### config.mk
export PLATFORM = sky130hd
export DESIGN_NAME = tt_um_result_buffer_flat
export DESIGN_NICKNAME = d
export VERILOG_FILES = /design/src/rtl/tt_um_result_buffer_if.sv /design/src/rtl/tt_um_result_buffer.sv /design/src/flat_wrapper.sv
export SDC_FILE = /design/constraint.sdc
export NUM_CORES = 1
export LEC_CHECK = 0
export CORE_UTILIZATION = 54
export DETAILED_ROUTE_END_ITERATION = 12
export HOLD_SLACK_MARGIN = 0.08
export MAX_ROUTING_LAYER = met4
export PLACE_DENSITY = 0.83
export SLEW_MARGIN = 40
export SYNTH_ARGS = -nofsm -noshare
export SYNTH_HDL_FRONTEND = slang
export SYNTH_SLANG_ARGS = --single-unit
### constraint.sdc
create_clock -name clk -period 2.5 [get_ports clk]
set_input_delay 0.75 -clock clk [delete_from_list [all_inputs] [get_ports clk]]
set_output_delay 0.75 -clock clk [all_outputs]
set_load 0.005 [all_outputs]
### src/rtl/tt_um_result_buffer_if.sv
// Result-buffer stream bundle.
// Purpose : groups the fill-side input, the valid/ready drain stream and the
//           sticky status flags of tt_um_result_buffer into one interface.
// Signals : in_valid/in_row/in_data   - one result row per cycle from the multiplier
//           out_valid/out_ready       - drain handshake
//           out_data/out_row/out_last - drained element, its row, end-of-frame marker
//           out_argmax                - argmax index of the draining frame
//           clr_flags/ovf/seq_err     - sticky flag clear and the flags themselves
// Modports: slave  - the buffer itself
//           master - the environment (multiplier + consumer)
interface tt_um_result_buffer_if #(
  parameter int BitWidth = 8,
  parameter int RowW     = 3
);
  logic                       in_valid;
  logic [RowW-1:0]            in_row;
  logic signed [BitWidth-1:0] in_data;
  logic                       out_valid;
  logic                       out_ready;
  logic signed [BitWidth-1:0] out_data;
  logic [RowW-1:0]            out_row;
  logic                       out_last;
  logic [RowW-1:0]            out_argmax;
  logic                       clr_flags;
  logic                       ovf;
  logic                       seq_err;

  modport slave (
    input  in_valid, in_row, in_data, out_ready, clr_flags,
    output out_valid, out_data, out_row, out_last, out_argmax, ovf, seq_err
  );

  modport master (
    output in_valid, in_row, in_data, out_ready, clr_flags,
    input  out_valid, out_data, out_row, out_last, out_argmax, ovf, seq_err
  );
endinterface

### src/rtl/tt_um_result_buffer.sv
// Ping-pong result buffer behind the ternary matrix-vector multiplier.
// Purpose : collects OutLen signed result bytes (one row per cycle) into a
//           frame, tracks the frame's argmax while filling, and drains full
//           frames through a valid/ready byte stream while the other bank fills.
// Ports   : clk   - clock
//           rst_n - asynchronous active-low reset, discards all buffered data
//           bus   - tt_um_result_buffer_if.slave (fill input, drain stream, flags)
module tt_um_result_buffer #(
  parameter int OutLen   = 7,
  parameter int BitWidth = 8,
  parameter int RowW     = 3
) (
  input logic                   clk,
  input logic                   rst_n,
  tt_um_result_buffer_if.slave  bus
);

  localparam logic [RowW-1:0] LastRow = RowW'(OutLen - 1);

  typedef enum logic [1:0] {IDLE, FILL, DROP} fill_state_t;

  fill_state_t                state_q, state_d;
  logic                       fill_ptr_q, fill_ptr_d;
  logic                       rd_ptr_q;
  logic [1:0]                 full_q, full_d;
  logic [RowW-1:0]            exp_q, exp_d;
  logic [RowW-1:0]            arg_q, arg_d;
  logic [RowW-1:0]            bank_arg_q [2];
  logic [RowW-1:0]            rd_idx_q;
  logic signed [BitWidth-1:0] max_q, max_d;
  logic signed [BitWidth-1:0] mem [2][OutLen];
  logic                       ovf_q, seq_q;

  logic wr_en, start, complete, ovf_set, seq_set;
  logic row0, out_valid, xfer, rd_last;

  assign row0      = (bus.in_row == '0);
  assign out_valid = full_q[rd_ptr_q];
  assign rd_last   = (rd_idx_q == LastRow);
  assign xfer      = out_valid & bus.out_ready;

  // Fill-side next state. A row 0 from any state funnels into 'start', which
  // either opens a frame in the fill bank or, if that bank has not drained yet,
  // drops the whole incoming frame.
  always_comb begin
    state_d    = state_q;
    exp_d      = exp_q;
    max_d      = max_q;
    arg_d      = arg_q;
    fill_ptr_d = fill_ptr_q;
    wr_en      = 1'b0;
    start      = 1'b0;
    complete   = 1'b0;
    ovf_set    = 1'b0;
    seq_set    = 1'b0;
    if (bus.in_valid) begin
      case (state_q)
        IDLE: begin
          if (row0) begin
            start = 1'b1;
          end else begin
            seq_set = 1'b1;
            state_d = DROP;
          end
        end
        FILL: begin
          if (row0) begin
            seq_set = 1'b1;
            start   = 1'b1;
          end else if (bus.in_row == exp_q) begin
            wr_en = 1'b1;
            // Strict compare: ties keep the earlier (lower) row index.
            if (bus.in_data > max_q) begin
              max_d = bus.in_data;
              arg_d = bus.in_row;
            end
            if (bus.in_row == LastRow) begin
              complete   = 1'b1;
              fill_ptr_d = ~fill_ptr_q;
              state_d    = IDLE;
            end else begin
              exp_d = exp_q + RowW'(1);
            end
          end else begin
            // Rows beyond OutLen-1 never match exp_q and land here too.
            seq_set = 1'b1;
            state_d = DROP;
          end
        end
        DROP: begin
          if (row0) start = 1'b1;
        end
        default: state_d = IDLE;
      endcase
      if (start) begin
        if (full_q[fill_ptr_q]) begin
          ovf_set = 1'b1;
          state_d = DROP;
        end else begin
          wr_en   = 1'b1;
          max_d   = bus.in_data;
          arg_d   = '0;
          exp_d   = RowW'(1);
          state_d = FILL;
        end
      end
    end
  end

  // Bank occupancy: the fill side only completes into an empty bank and the
  // drain side only frees a full one, so set and clear never hit the same bank.
  always_comb begin
    full_d = full_q;
    if (complete) full_d[fill_ptr_q] = 1'b1;
    if (xfer && rd_last) full_d[rd_ptr_q] = 1'b0;
  end

  // Control state register stage.
  always_ff @(posedge clk or negedge rst_n) begin
    if (!rst_n) begin
      state_q       <= IDLE;
      fill_ptr_q    <= 1'b0;
      rd_ptr_q      <= 1'b0;
      full_q        <= '0;
      exp_q         <= '0;
      arg_q         <= '0;
      bank_arg_q[0] <= '0;
      bank_arg_q[1] <= '0;
      rd_idx_q      <= '0;
      ovf_q         <= 1'b0;
      seq_q         <= 1'b0;
    end else begin
      state_q    <= state_d;
      fill_ptr_q <= fill_ptr_d;
      full_q     <= full_d;
      exp_q      <= exp_d;
      arg_q      <= arg_d;
      if (complete) bank_arg_q[fill_ptr_q] <= arg_d;
      if (xfer) begin
        if (rd_last) begin
          rd_idx_q <= '0;
          rd_ptr_q <= ~rd_ptr_q;
        end else begin
          rd_idx_q <= rd_idx_q + RowW'(1);
        end
      end
      // A set in the same cycle as the clear wins.
      ovf_q <= (ovf_q & ~bus.clr_flags) | ovf_set;
      seq_q <= (seq_q & ~bus.clr_flags) | seq_set;
    end
  end

  // Data storage stage: element banks and running maximum, no reset needed.
  always_ff @(posedge clk) begin
    max_q <= max_d;
    if (wr_en) mem[fill_ptr_q][bus.in_row] <= bus.in_data;
  end

  // Bank contents are unreset, so the data output is forced to zero when idle.
  assign bus.out_valid  = out_valid;
  assign bus.out_data   = out_valid ? mem[rd_ptr_q][rd_idx_q] : '0;
  assign bus.out_row    = rd_idx_q;
  assign bus.out_last   = rd_last;
  assign bus.out_argmax = bank_arg_q[rd_ptr_q];
  assign bus.ovf        = ovf_q;
  assign bus.seq_err    = seq_q;

endmodule

### src/flat_wrapper.sv
// flat-port wrapper written by rule: the top's interface ports become plain ports
module tt_um_result_buffer_flat 
#(
  parameter int OutLen   = 7,
  parameter int BitWidth = 8,
  parameter int RowW     = 3
)
  (clk, rst_n, bus_in_valid, bus_in_row, bus_in_data, bus_out_ready, bus_clr_flags, bus_out_valid, bus_out_data, bus_out_row, bus_out_last, bus_out_argmax, bus_ovf, bus_seq_err);
  tt_um_result_buffer_if #(.BitWidth(BitWidth), .RowW(RowW)) bus_i ();
  input logic clk;
  input logic rst_n;
  input wire logic [$bits(bus_i.in_valid)-1:0] bus_in_valid;
  input wire logic [$bits(bus_i.in_row)-1:0] bus_in_row;
  input wire logic [$bits(bus_i.in_data)-1:0] bus_in_data;
  input wire logic [$bits(bus_i.out_ready)-1:0] bus_out_ready;
  input wire logic [$bits(bus_i.clr_flags)-1:0] bus_clr_flags;
  output wire logic [$bits(bus_i.out_valid)-1:0] bus_out_valid;
  output wire logic [$bits(bus_i.out_data)-1:0] bus_out_data;
  output wire logic [$bits(bus_i.out_row)-1:0] bus_out_row;
  output wire logic [$bits(bus_i.out_last)-1:0] bus_out_last;
  output wire logic [$bits(bus_i.out_argmax)-1:0] bus_out_argmax;
  output wire logic [$bits(bus_i.ovf)-1:0] bus_ovf;
  output wire logic [$bits(bus_i.seq_err)-1:0] bus_seq_err;
  assign bus_i.in_valid = bus_in_valid;
  assign bus_i.in_row = bus_in_row;
  assign bus_i.in_data = bus_in_data;
  assign bus_i.out_ready = bus_out_ready;
  assign bus_i.clr_flags = bus_clr_flags;
  assign bus_out_valid = bus_i.out_valid;
  assign bus_out_data = bus_i.out_data;
  assign bus_out_row = bus_i.out_row;
  assign bus_out_last = bus_i.out_last;
  assign bus_out_argmax = bus_i.out_argmax;
  assign bus_ovf = bus_i.ovf;
  assign bus_seq_err = bus_i.seq_err;
  tt_um_result_buffer #(.OutLen(OutLen), .BitWidth(BitWidth), .RowW(RowW)) u_core (.clk(clk), .rst_n(rst_n), .bus(bus_i));
endmodule
==> impl_metrics.yaml, run 1 <==
timing:
  timing.slew.headroom_pct: 67.8
  skew_ps: 10.8
  rsz0062_at_grt: "yes"
  fmax_mhz: 346
  finalCriticalPeriod_ps: 2890
  worstMarginPinSlew_ps: 471
  finalCritPeriodShare_pct: 116
  slew_violations: 0
  finalSetupTns_ps: -2850
  setup_violations: 10
  layout_setup_ws_ps: -392
  hold_viol: 0
die:
  die_width_um: 109
  die_h_um: 109
  initial_utilization_pct: 56.2
  rows: 38
  dieArea_um2: 11900
  io-pin-count: 34
  core_um2: 11000
synthesis:
  syn-num-nets: 436
  seq_area_frac_synth_pct: 67.7
  synthFlopType: "edfxtp_1"
  syn_inst: 411
  synth_warnings: 0
  postSynth.asyncResetShare_pct: 16.1
  ys_seq_elements: 143
  synth_area_leaders: "edfxtp_1 58%, dfrtp_1 9.3%, mux4_2 6.2%"
  yosys-top-cells-count: "120 x edfxtp_1, 27 x nand2_1, 25 x o21ai_0"
  synth_edf_count: 120
  ys_types: 49
  yosysTopAreaCell: "edfxtp_1"
  synth.top_cell.area_share_pct: 58.3
  yosysMostFrequentCell: "edfxtp_1"
  synth_area_per_cell_um2: 15.0
  syn_area_um2: 6180
layout:
  syn_to_final_growth_pct: 33.1
  final_nets: 552
  antennaDiodeCount: 0
  final_util_pct: 74.9
  drive_above_1_share_pct: 40.6
run_status:
  violations: "setup timing"
  status: "finished, violations left"
worst_setup_path:
  path_delay_family: "multiplexers"
  r2r-start: "u_core.exp_q[0]"
  start_kind: "register"
  timing.critical_path.buf_inv: 3
  worstSetupPathDepth: 6
  crit_arrival_ps: 2140
  critical-path-slowest-cell: "mux4_2"
  slowest_delay_ps: 540
  reg2regPathDepth: 8
  cp-startpoint: "u_core.rd_ptr_q"
  worst-path-max-fanout: 8
  end_kind: "primary output"
  cp_cell_sequence: "buf_6 > buf_12 > mux4_2 > o221ai_2 > a21oi_2 > buf_2"
  worst_ep_required_time_ps: 1750
  r2r_slack_ps: 60
  cp-endpoint: "bus_out_data[6]"
  r2r-end: "u_core.mem[1][29]"
  path_class: "reg -> out"
power:
  ir_drop_uv: 462
  power_density_nw_per_um2: 654
  p_leak_uw: 0.00298
  power_uw: 5380
place:
  gp_congestion: 0.862
  place_hpwl_mm: 9.63
  place.port_buffers: 33
global_route:
  grt_pass1_wl_mm: 23.5
  grt_usage_pct: 28.8
  antenna_found_initial: 0
  grt.overflow.total: 0
  grt_max_degree: 24
  first_global_vias: 4386
drt:
  vias: 4165
  wirelength_mm: 15.4
  dr.pass1.iters: 5
  wl_met2_mm: 8.17
  wl_met3_mm: 1.02
  drcViolationCount: 0
  wl_per_cell_um: 22.7
  top_layer: "met4"
  wl_met1_mm: 5.85
  ant_nets: 0
  avgViaCountPerCell: 6.13
  drtIter0Drc: 397
clocking:
  cts_tree: "done"
  cts-root-buf: "clkbuf_16"
  htreeDepth: 4
  cts_buffer_depth: 2
  clk_pin_slew_ps: 60
  clk_latency_ps: 420
  numCtsBuffers: 17
  cts.sinks: 143
worst_hold_path:
  min_from: "u_core.bank_arg_q[3]"
  hp-class: "reg -> reg"
run:
  cap_violations: 0
[state kept, by name, summed over array words and instances, names as in the netlist]
name / flops
u_core.bank_arg_q: 6
u_core.arg_q: 3
u_core.mem: 112
u_core.full_q: 2
u_core.bus.out_row: 3
u_core.state_q: 2
u_core.bus.ovf: 1
u_core.max_q: 8
u_core.bus.seq_err: 1
u_core.fill_ptr_q: 1
u_core.exp_q: 3
u_core.rd_ptr_q: 1
[cells by family (layout without fill, tap and decap cells)]
kind of cell             Yosys count  in the layout  share of synthesized area, %
flip-flops                       143            143                          67.7
buffers and inverters             43            172                          2.90
AND/OR/NAND/NOR                   76             76                          6.06
AO/OA/AOI/OAI                     83             83                          8.57
XOR/XNOR                           3              3                         0.426
adder cells (fa/ha/maj)            9              9                          1.82
multiplexers                      54             54                          12.6
[per-layer routing]
layer	up-vias	track usage, %
met5	-	-
li1	1841	-
met3	32	7.47
met2	198	47.3
met4	0	12.1
met1	2094	33.6
[placed cells by master (no fill, tap or decap), types with 10 or more instances in the layout]
cell / instances
dfrtp_1: 20
nand2_1: 25
buf_4: 66
o21ai_0: 11
mux4_2: 17
buf_2: 11
edfxtp_1: 120
a21oi_1: 10
nor2_1: 12
mux2i_1: 18
clkbuf_16: 17
buf_6: 12
inv_1: 22
[how the worst min path moves through the flow]
stage	to	slack (ps)	cells past startpoint
after CTS	u_core.bank_arg_q[3]	510	2
after detailed placement	u_core.bank_arg_q[3]	490	2
after global placement	u_core.bank_arg_q[3]	460	2
after global routing	u_core.bank_arg_q[3]	540	2
final	u_core.bank_arg_q[3]	510	2
after floorplan	u_core.arg_q[0]	450	0
[repair_timing]
item                                    CTS  global route
endpoints found under the setup margin  130            58
gates resized for setup                 129            21
pin swaps                                27            14
hold buffers                              0             0
setup buffers                            15             1
cloned                                    1             0
[tightest hold or removal path, cell delays in order, from the launching register on]
cell and delay [ps]:
dfrtp_1 340, nand2_1 50, o21ai_0 70
[through the flow]
stage	setup WS, ps	cell area (um^2)	cells	hold WS [ps]
after CTS	-404	8190	681	513
after floorplan	-568	6310	411	446
final	-392	8220	680	507
after global placement	-820	7300	634	460
after detailed placement	-917	7300	634	493
after global routing	-457	8220	680	539
[power breakdown]
| group | total (uW) | internal, uW | switching [uW] |
|---|---|---|---|
| registers | 2630 | 2620 | 18.0 |
| clock network | 2450 | 1470 | 983 |
| logic | 292 | 131 | 161 |
| total | 5380 | 4220 | 1160 |
[cell type report]
cell class	instances	area (um^2)
fillers	598	2760
clock inverters	13	140
multi-input cells	225	2150
inverters	22	82.6
clock buffers	19	433
well taps	140	175
repair buffers	118	1060
flip-flops and latches	143	4180
Note: power is estimated with default switching activity, not from simulation.
==> inputs of run 2 (changes only) <==
Settings changed: CAP_MARGIN set to 20.
==> results of run 2 <==
Final layout, timing and power as in run 1 (identical DEF).
==> inputs of run 3 (changes only) <==
Settings changed: CORE_MARGIN set to 1.
==> results of run 3 <==
Final layout, timing and power as in run 1 (identical DEF).
